File: config.mk
export PLATFORM = sky130hd
export DESIGN_NAME = move_tick_sched
export DESIGN_NICKNAME = d
export VERILOG_FILES = /design/src/rtl/move_sched_pkg.sv /design/src/rtl/move_rr_pick.sv /design/src/rtl/move_tick_sched.sv
export SDC_FILE = /design/constraint.sdc
export NUM_CORES = 1
export LEC_CHECK = 0
export BUFFER_PORTS_ARGS = -buffer_cell sky130_fd_sc_hd__buf_2
export CELL_PAD_IN_SITES_DETAIL_PLACEMENT = 0
export CELL_PAD_IN_SITES_GLOBAL_PLACEMENT = 1
export CORE_MARGIN = 2
export CORE_UTILIZATION = 39
export CTS_BUF_LIST = sky130_fd_sc_hd__clkbuf_2 sky130_fd_sc_hd__clkbuf_4 sky130_fd_sc_hd__clkbuf_8
export CTS_CLUSTER_DIAMETER = 60
export DETAILED_ROUTE_END_ITERATION = 8
export GPL_ROUTABILITY_DRIVEN = 0
export PLACE_DENSITY = 0.72
export SYNTH_ARGS = -nofsm -noshare
export SYNTH_HDL_FRONTEND = slang
export SYNTH_SLANG_ARGS = --single-unit
File: constraint.sdc
create_clock -name Clk_In -period 6.9 [get_ports Clk_In]
set_input_delay 1.035 -clock Clk_In [delete_from_list [all_inputs] [get_ports Clk_In]]
set_output_delay 1.035 -clock Clk_In [all_outputs]
set_load 0.1 [all_outputs]
File: src/rtl/move_sched_pkg.sv
// ============================================================================
//  Module   : move_sched_pkg
//  Purpose  : Shared types, constants and helpers for the movement-tick scheduler.
//  Revision : 1.0 - initial release
// ============================================================================
`default_nettype none

package move_sched_pkg;

   typedef enum logic [0:0] {
      ST_IDLE  = 1'b0,
      ST_OFFER = 1'b1
   } arb_state_e;

   localparam int MISS_W = 8;

   // Periods below 2 cannot produce a wrap-then-count cycle, so they are clamped.
   function automatic logic [31:0] eff_period(input logic [31:0] per);
      return (per < 32'd2) ? 32'd2 : per;
   endfunction

endpackage

`default_nettype wire

File: src/rtl/move_rr_pick.sv
// ============================================================================
//  Module   : move_rr_pick
//  Purpose  : Combinational round-robin picker: first request after last_i, wrapping.
//  Revision : 1.0 - initial release
// ============================================================================
`default_nettype none

module move_rr_pick #(
   parameter int N     = 4,
   parameter int IDX_W = $clog2(N)
) (
   input  logic [N-1:0]     req_i,
   input  logic [IDX_W-1:0] last_i,
   output logic [IDX_W-1:0] grant_o,
   output logic             found_o
);

   always_comb begin
      logic [IDX_W-1:0] idx;
      idx     = '0;
      grant_o = '0;
      found_o = 1'b0;
      // Scan farthest-first so the closest request after last_i is written last.
      for (int k = N; k >= 1; k--) begin
         idx = IDX_W'((int'(last_i) + k) % N);
         if (req_i[idx]) begin
            grant_o = idx;
            found_o = 1'b1;
         end
      end
   end

endmodule

`default_nettype wire

File: src/rtl/move_tick_sched.sv
// ============================================================================
//  Module   : move_tick_sched
//  Purpose  : Per-channel programmable tick generators arbitrated round-robin
//             onto one valid/ready update port. Optional MOVE_SCHED_MISS_CNT_EN
//             adds saturating per-channel missed-tick counters on miss_cnt.
//  Revision : 1.0 - initial release
// ============================================================================
`default_nettype none

module move_tick_sched
   import move_sched_pkg::*;
#(
   parameter int NUM_CH = 4,
   parameter int CLK_HZ = 100000000,
   parameter int DEF_HZ = 10,
   parameter int PER_W  = 27
) (
   input  logic                      Clk_In,
   input  logic                      rst,
   input  logic [NUM_CH-1:0]         ch_en,
   input  logic                      cfg_we,
   input  logic [$clog2(NUM_CH)-1:0] cfg_ch,
   input  logic [PER_W-1:0]          cfg_period,
   output logic                      upd_valid,
   output logic [$clog2(NUM_CH)-1:0] upd_ch,
   input  logic                      upd_ready,
   output logic [NUM_CH-1:0]         pend
`ifdef MOVE_SCHED_MISS_CNT_EN
   ,
   output logic [MISS_W*NUM_CH-1:0]  miss_cnt
`endif
);

   localparam int               c_IDX_W   = $clog2(NUM_CH);
   localparam logic [PER_W-1:0] c_DEF_PER = PER_W'(CLK_HZ / DEF_HZ);

   arb_state_e           state_q, state_d;
   logic [c_IDX_W-1:0]   upd_ch_q, upd_ch_d;
   logic [c_IDX_W-1:0]   last_q, last_d;
   logic [NUM_CH-1:0]    pend_q, pend_d;
   logic [NUM_CH-1:0]    w_wr_hit, w_expire, w_clr;
   logic [c_IDX_W-1:0]   w_pick;
   logic                 w_found;
   logic                 w_hs;

   assign w_hs = (state_q == ST_OFFER) && upd_ready;

   for (genvar i = 0; i < NUM_CH; i++) begin : g_ch
      logic [PER_W-1:0] cnt_q, period_q;

      assign w_wr_hit[i] = cfg_we && (cfg_ch == c_IDX_W'(i));
      // A period write restarts the count, so it suppresses an expiry in the same cycle.
      assign w_expire[i] = ch_en[i] && !w_wr_hit[i] &&
                           (32'(cnt_q) >= eff_period(32'(period_q)) - 32'd1);
      assign w_clr[i]    = w_hs && (upd_ch_q == c_IDX_W'(i));

      always_ff @(posedge Clk_In) begin
         if (rst) begin
            cnt_q    <= '0;
            period_q <= c_DEF_PER;
         end else if (w_wr_hit[i]) begin
            cnt_q    <= '0;
            period_q <= cfg_period;
         end else if (!ch_en[i] || w_expire[i]) begin
            cnt_q    <= '0;
         end else begin
            cnt_q    <= cnt_q + PER_W'(1);
         end
      end

`ifdef MOVE_SCHED_MISS_CNT_EN
      logic [MISS_W-1:0] miss_q;

      always_ff @(posedge Clk_In) begin
         if (rst || w_wr_hit[i]) begin
            miss_q <= '0;
         end else if (w_expire[i] && pend_q[i] && !w_clr[i] && (miss_q != '1)) begin
            miss_q <= miss_q + MISS_W'(1);
         end
      end

      assign miss_cnt[MISS_W*i +: MISS_W] = miss_q;
`endif
   end

   // A fresh expiry wins over the handshake clear: that is a new tick, not a loss.
   always_comb begin
      pend_d = pend_q;
      for (int i = 0; i < NUM_CH; i++) begin
         if (!ch_en[i]) begin
            pend_d[i] = 1'b0;
         end else if (w_expire[i]) begin
            pend_d[i] = 1'b1;
         end else if (w_clr[i]) begin
            pend_d[i] = 1'b0;
         end
      end
   end

   move_rr_pick #(
      .N       (NUM_CH)
   ) u_pick (
      .req_i   (pend_q),
      .last_i  (last_q),
      .grant_o (w_pick),
      .found_o (w_found)
   );

   always_comb begin
      state_d  = state_q;
      upd_ch_d = upd_ch_q;
      last_d   = last_q;
      case (state_q)
         ST_IDLE: begin
            if (w_found) begin
               state_d  = ST_OFFER;
               upd_ch_d = w_pick;
            end
         end
         ST_OFFER: begin
            if (upd_ready) begin
               state_d = ST_IDLE;
               last_d  = upd_ch_q;
            end
         end
         default: state_d = ST_IDLE;
      endcase
   end

   always_ff @(posedge Clk_In) begin
      if (rst) begin
         state_q  <= ST_IDLE;
         upd_ch_q <= '0;
         last_q   <= c_IDX_W'(NUM_CH - 1);
         pend_q   <= '0;
      end else begin
         state_q  <= state_d;
         upd_ch_q <= upd_ch_d;
         last_q   <= last_d;
         pend_q   <= pend_d;
      end
   end

   assign upd_valid = (state_q == ST_OFFER);
   assign upd_ch    = upd_ch_q;
   assign pend      = pend_q;

endmodule

`default_nettype wire

==> run metrics, run 1 <==
run status=finished clean; detailed route wirelength on metal3=1320 um; Core Util, Final=44.0%; sw frac=25.7%; Post-Syn Area=0.0130 mm2; Syn. warnings=0; vias per cell=5.22; post-CTS setup repair buffer count=0; Residual DRC=0; Net Count, Synth=1758; Rel. slew slack=25.6%; Psw=731 uW; via count=11.0k; Max Root-Sink Buffers=3; Cell Count, Final, Fillers Out=2107; CTS root buffer=clkbuf_8; die width=186 um; Simple-Gate Fraction of Synth Area=29.7%; CTS Buf Count=40; number of H-tree levels=2; crit-path max FO=27; PD cells=198 mW/mm2; VDD IR max=0.120 mV; Pre-Repair DR Iteration Count=5; Logic pwr share=8.6%; clock network power share=43.6%; xor and xnor area share after synthesis=13.2%; drt wl/cell=15.8 um; layout cells sized above 1=8.12%; crit path kind=flip-flop to flip-flop; post-synthesis register bit count=225; Max Fclk=169 MHz; Synth Instances=1605; period utilization=85.8%; slowest stage delay, CP=0.59 ns; synthesis-to-finish area growth=10.9%; Core ar.=0.0327 mm2; Die Y=186 um; CTS tree=done; max_cap viols=0; Nets=1798; Routed Antenna Nets=0; Post-CTS Hold Fix Bufs=0; CTS-repair resized insts=0; adder-cell area share of the yosys netlist=11.2%; initial drt markers=631; antenna violations before repair=2; largest cells by area after synthesis=dfxtp_1 (35%), ha_1 (11%), nand2_1 (8.6%); dominant cell type by area after synthesis=dfxtp_1; Sink Count=225; Seq/Total Area, Yosys=34.7%; Final TNS setup=0 ns; total grt overflow=0; worst skew pair latency=0.54 ns; complex-gate fraction of the synthesized area=9.00%; P_leak=0.00552 uW; top-level port count=44; Max Slew Vio Count=0; vias in the first global route=10.5k; first-pass GRT wire length=54400 um; worst hold path type=flip-flop to flip-flop; critical path, cell by cell=or4_4, or4_1, nor4_4, nand2b_1, ha_1, or4b_1, or2_1, or3_4, or3_1, nor3_1, xnor2_1, ha_1, and3_1, nand3_1, or4_1, o2111ai_2, buf_4, nor2_1; clk slew on worst S/H paths=0.06 ns; post-synth top area share=34.7%; Worst path slowest cell=or4_4; minimum clock period=5.92 ns; Worst setup SP type=flip-flop; DR top layer=met4; Starting Density=39.7%; wire length on met2=15000 um; GR Util All Layers=19.0%; WP data required=7.31 ns; largest family of logic cells by synthesized area=simple AND/OR/NAND/NOR gates; RSZ-0062 raised after global routing=no; P_int=2120 uW; post-synth cell types=60; FILL cells=3424; part of the power in registers=47.8%; die area=0.0348 mm2; drt total wl=33300 um; skew final=0.0166 ns; share of flip-flops with an asynchronous set or reset=0%; Post-synth EDFFs=0; pin count of the biggest net entering global routing=66; mux contribution to synthesized area=0.154%; Worst-Margin Slew=1.11 ns; dpl cells=2045; IO buf count=43; average cell area after synthesis=8.09 um2; CP arrival=6.33 ns; wl on met1=16200 um; DP HPWL=24400 um; Final setup viols=0; FP Rows=66; Hold Violations, Final=0; Primary FF master, synth=dfxtp_1; Worst setup EP type=flip-flop
registers in the layout, indices dropped and copies added (netlist names):
name	flops
g_ch.period_q	108
pend	4
upd_valid	1
last_q	2
g_ch.cnt_q	108
upd_ch	2
cells in the mapped netlist, types with 3 or more instances:
| cell | n |
|---|---|
| nand2_1 | 297 |
| dfxtp_1 | 225 |
| nor2_1 | 186 |
| ha_1 | 116 |
| a21oi_1 | 109 |
| xor2_1 | 103 |
| xnor2_1 | 92 |
| nand3_1 | 59 |
| clkbuf_1 | 48 |
| nor3_1 | 42 |
| nand4_1 | 39 |
| nand3b_1 | 35 |
| nor4_1 | 30 |
| o21ai_0 | 22 |
| and3_1 | 20 |
| inv_1 | 18 |
| a21o_1 | 17 |
| and2_1 | 13 |
| or4_1 | 13 |
| nand2b_1 | 11 |
| or3_1 | 11 |
| a211oi_1 | 9 |
| and4_1 | 8 |
| nor2b_1 | 8 |
| or4_4 | 5 |
| a221oi_1 | 4 |
| buf_1 | 4 |
| nand4b_1 | 4 |
| o31a_1 | 4 |
| or2_2 | 4 |
| a211o_1 | 3 |
| a41oi_1 | 3 |
| nor3b_1 | 3 |
routing by layer:
layer  GRT usage, %  vias up
li1               -     5648
met1           26.4     5136
met2           30.7      175
met3           2.93       48
met4           5.43        0
met5              0        -
cell families after synthesis:
family | count (synthesis)
xor gates and xnor gates | 195
muxes | 2
buffers and inverters | 72
and+or+nand+nor | 801
AOI/OAI and AO/OA | 194
DFF | 225
adders and majority gates | 116
critical path: cells and delay by family (launching register included):
family | cells | cell delay [ns]
AOI/OAI and AO/OA | 1 | 0.20
xor gates and xnor gates | 1 | 0.09
adders and majority gates | 2 | 0.47
buffers and inverters | 1 | 0.31
DFF | 1 | 0.37
and+or+nand+nor | 13 | 4.32
placed cells by master (no fill, tap or decap), types with 3 or more instances in the layout:
cell / instances
nand2_1: 297
dfxtp_1: 225
nor2_1: 185
ha_1: 116
a21oi_1: 109
xor2_1: 103
xnor2_1: 92
nand3_1: 59
clkbuf_8: 46
nor3_1: 42
buf_2: 42
nand4_1: 39
nand3b_1: 35
nor4_1: 30
o21ai_0: 22
and3_1: 20
inv_1: 18
a21o_1: 17
or4_1: 13
and2_1: 13
clkbuf_4: 12
or3_1: 11
nand2b_1: 11
buf_4: 10
a211oi_1: 9
and4_1: 8
nor2b_1: 8
or4_4: 5
or2_2: 4
nand4b_1: 4
o31a_1: 4
a221oi_1: 4
a41oi_1: 3
a211o_1: 3
path summary, 6_finish.rpt:
check / start / to / slack [ns] / cells past startpoint
worst max-delay path: g_ch[0].period_q[19] / g_ch[0].cnt_q[7] / 0.98 / 18
worst min-delay path: g_ch[2].cnt_q[0] / g_ch[2].cnt_q[0] / 0.46 / 1
worst max register to register: g_ch[0].period_q[19] / g_ch[0].cnt_q[7] / 0.98 / 18
worst min register to register: g_ch[2].cnt_q[0] / g_ch[2].cnt_q[0] / 0.46 / 1
cell type report:
type	instances	area [um2]	share of cell area, %
Multi-Input combinational cell	1308	8230	57.1
Sequential cell	225	4500	31.3
Clock buffer	58	723	5.02
Tap cell	442	553	3.84
Timing Repair Buffer	52	285	1.98
Inverter	18	67.6	0.469
Clock inverter	2	35.0	0.243
Antenna cell	2	5.00	0.0347
through the flow:
stage	hold slack (ns)	setup slack [ns]	power, uW	instance area [um2]
floorplan	0.426	1.12	1550	13000
global route	0.480	0.576	2980	14400
finish	0.458	0.981	2850	14400
global placement	0.441	1.02	1630	13600
CTS	0.465	0.949	2890	14400
detailed placement	0.451	0.981	1640	13600
power by group through the flow:
stage / clock network, uW / registers [uW] / logic [uW]
floorplan: 0 / 1380 / 168
global placement: 0 / 1390 / 241
detailed placement: 0 / 1390 / 245
CTS: 1280 / 1360 / 246
global route: 1330 / 1370 / 278
finish: 1240 / 1360 / 245
No activity file was read; power rests on OpenSTA's default activity.
==> inputs of run 2 (changes only) <==
--- a/config.mk
+++ b/config.mk
@@ -8,7 +8,7 @@
 export BUFFER_PORTS_ARGS = -buffer_cell sky130_fd_sc_hd__buf_2
 export CELL_PAD_IN_SITES_DETAIL_PLACEMENT = 0
 export CELL_PAD_IN_SITES_GLOBAL_PLACEMENT = 1
-export CORE_MARGIN = 2
+export CORE_MARGIN = 1.5
 export CORE_UTILIZATION = 39
 export CTS_BUF_LIST = sky130_fd_sc_hd__clkbuf_2 sky130_fd_sc_hd__clkbuf_4 sky130_fd_sc_hd__clkbuf_8
 export CTS_CLUSTER_DIAMETER = 60
==> run metrics, run 2 (synthesized netlist as in run 1, its figures left out) <==
Placement Setup Slack=0.938 ns; drt wl/cell=15.9 um; die area=0.0344 mm2; skew final=0.0246 ns; minimum clock period=5.96 ns; CTS root buffer=clkbuf_8; period utilization=86.4%; R2R depth=18; Pre-Repair DR Iteration Count=5; Die Y=185 um; synthesis-to-finish area growth=11.2%; Max Slew Vio Count=0; Max Fclk=168 MHz; drt total wl=33500 um; vias per cell=5.21; FILL cells=3321; Psw=752 uW; part of the power in registers=47.0%; DP Area=0.0136 mm2; die width=185 um; Sink Count=225; Hold Violations, Final=0; CTS-repair resized insts=0; Residual DRC=0; IO buf count=43; via count=11.0k; Hold Path End=g_ch[2].cnt_q[0]; Rel. slew slack=28.4%; VDD IR max=0.115 mV; Worst-Margin Slew=1.07 ns; P_int=2140 uW; layout cells sized above 1=8.39%; Logic pwr share=8.4%; Final TNS setup=0 ns; dpl cells=2045; DP HPWL=24500 um; antenna violations before repair=1; Worst setup EP type=flip-flop; CTS tree=done; post-CTS setup repair buffer count=0; P_leak=0.00554 uW; commonest non-fill, non-tap cells in the layout=nand2_1 (297), dfxtp_1 (225), nor2_1 (185); Starting Density=39.8%; Final Cell Area=0.0144 mm2; Nets=1799; CP arrival=6.39 ns; vias in the first global route=10.6k; Worst Hold Depth=1; Worst setup SP type=flip-flop; Final setup viols=0; total grt overflow=0; PD cells=200 mW/mm2; WP data required=7.32 ns; RSZ-0062 raised after global routing=no; crit path setup slack, layout=0.939 ns; CTS Buf Count=41; Hold Crit Start=g_ch[2].cnt_q[0]; ANT cells=0; crit path kind=flip-flop to flip-flop; worst reg2reg endpoint=g_ch[0].cnt_q[26]; pin count of the biggest net entering global routing=71; crit-path max FO=27; run status=finished clean; first-pass GRT wire length=55200 um; Post-CTS Hold Fix Bufs=0; top-level port count=44; total power=2900 uW; Cell Count, Final, Fillers Out=2110; FP Rows=66; Core ar.=0.0326 mm2; GR Util All Layers=20.2%; reg-to-reg slack, setup=0.94 ns; Routed Antenna Nets=0; worst skew pair latency=0.57 ns; worst hold path type=flip-flop to flip-flop; Max Root-Sink Buffers=3; clock network power share=44.6%; max_cap viols=0; initial drt markers=617; r2r startpoint=g_ch[0].period_q[19]; number of H-tree levels=2; sw frac=26.0%; clk slew on worst S/H paths=0.06 ns; most common cell after layout, fill and taps aside=nand2_1; Critical path origin=g_ch[0].period_q[19]
[run 2: changes by cell type in the layout (fill, tap and decap cells not counted)]
cell | before | now
clkbuf_8 | 46 | 51
clkbuf_4 | 12 | 13
diode_2 | 2 | 0
bufinv_16 | 1 | 0
[run 2: how the worst max path moves through the flow]
stage	depth (start not counted)	endpoint	slack [ns]
3_3_place_gp	18	g_ch[0].cnt_q[25]	1.03
4_1_cts	18	g_ch[0].cnt_q[26]	0.91
3_5_place_dp	18	g_ch[0].cnt_q[7]	0.94
5_1_grt	18	g_ch[0].cnt_q[23]	0.52
2_1_floorplan	18	g_ch[0].cnt_q[15]	1.12
6_report	18	g_ch[0].cnt_q[26]	0.94
[run 2: area by class of cell]
cell class / instances / area [um2] / area share, %
inverter: 18 / 67.6 / 0.468
multi-input combinational: 1308 / 8230 / 57.0
sequential: 225 / 4500 / 31.2
clock inverter: 1 / 5.00 / 0.0346
clock buffer: 64 / 800 / 5.54
timing repair buffer: 52 / 285 / 1.98
tap: 442 / 553 / 3.83
[run 2: power by group through the flow]
stage	Combinational (uW)	Sequential, uW	Clock (uW)
final	243	1360	1290
after global routing	278	1370	1390
after CTS	246	1360	1330
after detailed placement	244	1390	0
after global placement	241	1390	0
after floorplan	168	1380	0
[run 2: metrics by stage]
step | hold slack [ns] | util, %
2_1_floorplan | 0.426 | -
3_3_place_gp | 0.441 | 41.8
3_5_place_dp | 0.450 | 41.8
4_1_cts | 0.466 | 44.3
5_1_grt | 0.492 | 44.3
6_report | 0.463 | 44.3
[run 2: worst max-delay path, stage by stage, from the launching register on]
cell	delay (ns)
dfxtp_1	0.37
or4_4	0.59
or4_1	0.52
nor4_4	0.40
nand2b_1	0.18
ha_1	0.20
or4b_1	0.51
or2_1	0.24
or3_4	0.36
or3_1	0.41
nor3_1	0.22
xnor2_1	0.10
ha_1	0.27
and3_1	0.16
nand3_1	0.10
or4_1	0.57
o2111ai_2	0.20
buf_4	0.31
nor2_1	0.09
[run 2: metal layers]
layer | GRT usage (%) | up-vias | routed length, um | part of all wire [%]
met5 | 0 | - | 0 | 0
met4 | 6.21 | 0 | 966 | 2.9
met3 | 3.31 | 60 | 1580 | 4.7
met2 | 32.3 | 177 | 14900 | 44
met1 | 27.9 | 5083 | 16100 | 48
li1 | - | 5672 | - | -
==> inputs of run 3 (changes only) <==
--- a/config.mk
+++ b/config.mk
@@ -10,7 +10,7 @@
 export CELL_PAD_IN_SITES_GLOBAL_PLACEMENT = 1
 export CORE_MARGIN = 1.5
 export CORE_UTILIZATION = 39
-export CTS_BUF_LIST = sky130_fd_sc_hd__clkbuf_2 sky130_fd_sc_hd__clkbuf_4 sky130_fd_sc_hd__clkbuf_8
+export CTS_BUF_LIST = sky130_fd_sc_hd__clkbuf_2
 export CTS_CLUSTER_DIAMETER = 60
 export DETAILED_ROUTE_END_ITERATION = 8
 export GPL_ROUTABILITY_DRIVEN = 0
==> constraint.sdc (replaced) <==
create_clock -name Clk_In -period 6.2 [get_ports Clk_In]
set_input_delay 0.93 -clock Clk_In [delete_from_list [all_inputs] [get_ports Clk_In]]
set_output_delay 0.93 -clock Clk_In [all_outputs]
set_load 0.1 [all_outputs]
==> run metrics, run 3 (synthesized netlist as in run 1, its figures left out) <==
run status=finished clean; reg-to-reg slack, setup=0.40 ns; CTS tree=done; Critical path origin=g_ch[0].period_q[19]; Final setup viols=0; Residual DRC=0; crit-path max FO=27; PD cells=206 mW/mm2; initial drt markers=606; WP data required=7.00 ns; Die Y=185 um; Routed Antenna Nets=0; DP Area=0.0137 mm2; number of H-tree levels=2; clk slew on worst S/H paths=0.10 ns; P_leak=0.00557 uW; r2r startpoint=g_ch[0].period_q[19]; met3 usage=3.68%; GR Util met1=26.7%; Starting Density=39.8%; total grt overflow=0; vias in the first global route=10.7k; max_cap viols=0; vias per cell=5.15; Max Root-Sink Buffers=3; crit-path leading delay family=simple AND/OR/NAND/NOR gates; top-level port count=44; Core ar.=0.0326 mm2; CP arrival=6.60 ns; minimum clock period=5.80 ns; commonest non-fill, non-tap cells in the layout=nand2_1 (297), dfxtp_1 (225), nor2_1 (185); layout cells sized above 1=10.0%; drt total wl=33400 um; CTS Buf Count=60; Worst-Margin Slew=1.10 ns; Worst setup EP type=flip-flop; die width=185 um; CTS root buffer=clkbuf_2; post-CTS setup repair buffer count=0; worst reg2reg endpoint=g_ch[0].cnt_q[13]; GR Util All Layers=20.0%; slowest stage delay, CP=0.59 ns; Pre-Repair DR Iteration Count=5; IO buf count=43; skew final=0.0606 ns; pin count of the biggest net entering global routing=82; gr busiest metal=met2; antenna violations before repair=3; drt wl/cell=15.5 um; DP HPWL=24500 um; Hold Violations, Final=0; Worst path slowest cell=or4_4; critical path, cell by cell=or4_4, or4_1, nor4_4, nand2b_1, ha_1, or4b_1, or2_1, or3_4, or3_1, nor3_1, xnor2_1, ha_1, and3_1, nand3_1, or4_1, o2111ai_2, buf_6, nor2_1; Nets=1821; synthesis-to-finish area growth=9.92%; critical path buffer and inverter count=1; cell count along the critical path=18; die area=0.0344 mm2; most common cell after layout, fill and taps aside=nand2_1; RSZ-0062 raised after global routing=no; met2 GRT Util=33.2%; Sink Count=225; crit path kind=flip-flop to flip-flop; via count=11.1k; Max Slew Vio Count=0; FILL cells=3419; worst hold path type=input pin to flip-flop; CP Capture Point=g_ch[0].cnt_q[13]; R2R depth=18; FP Rows=66; Final TNS setup=0 ns; period utilization=93.6%; first-pass GRT wire length=54600 um; worst skew pair latency=0.91 ns; Worst setup SP type=flip-flop; Final Cell Area=0.0143 mm2; VDD IR max=0.130 mV; Max Fclk=172 MHz; Rel. slew slack=26.3%
==> run 3: timing repair <==
item	in CTS	in global routing
setup endpoints to repair	0	24
hold buffers	0	0
gates resized for setup	0	1
==> run 3: layer usage <==
metal | up-vias | routed length (um)
met4 | 0 | 501
met1 | 5156 | 15800
met3 | 41 | 1740
li1 | 5746 | -
met2 | 189 | 15400
met5 | - | 0
==> run 3: how the worst min path moves through the flow <==
stage	start	to	slack, ns	cells past startpoint
5_1_grt	upd_ready	upd_valid	0.13	2
6_report	upd_ready	upd_valid	0.24	2
3_5_place_dp	g_ch[1].cnt_q[0]	g_ch[1].cnt_q[0]	0.45	1
2_1_floorplan	g_ch[2].cnt_q[0]	g_ch[2].cnt_q[0]	0.43	1
4_1_cts	upd_ready	upd_valid	0.15	2
3_3_place_gp	g_ch[1].cnt_q[0]	g_ch[1].cnt_q[0]	0.44	1
==> run 3: stage by stage <==
step                      instances  util, %  worst slack [ns]  hold WS, ns  power [uW]
after global placement         2048     41.9             0.419        0.440        1810
after CTS                      2157     43.7             0.312        0.153        2990
after floorplan                1605        -             0.419        0.426        1720
final                          2160     43.8             0.397        0.236        2940
after detailed placement       2048     41.9             0.351        0.451        1820
after global routing           2159     43.8            0.0387        0.125        3110
==> run 3: area by class of cell <==
type                            count  area, um2  share of cell area (%)
Timing Repair Buffer               55        312                    2.18
Clock buffer                       90        450                    3.16
Tap cell                          442        553                    3.87
Clock inverter                     19        151                    1.06
Multi-Input combinational cell   1308       8230                    57.6
Antenna cell                        3       7.51                  0.0526
Inverter                           18       67.6                   0.473
Sequential cell                   225       4500                    31.6
==> run 3: report_power, final <==
part | internal (uW) | switching [uW]
clock | 512 | 645
sequential | 1470 | 39.2
combinational | 104 | 168
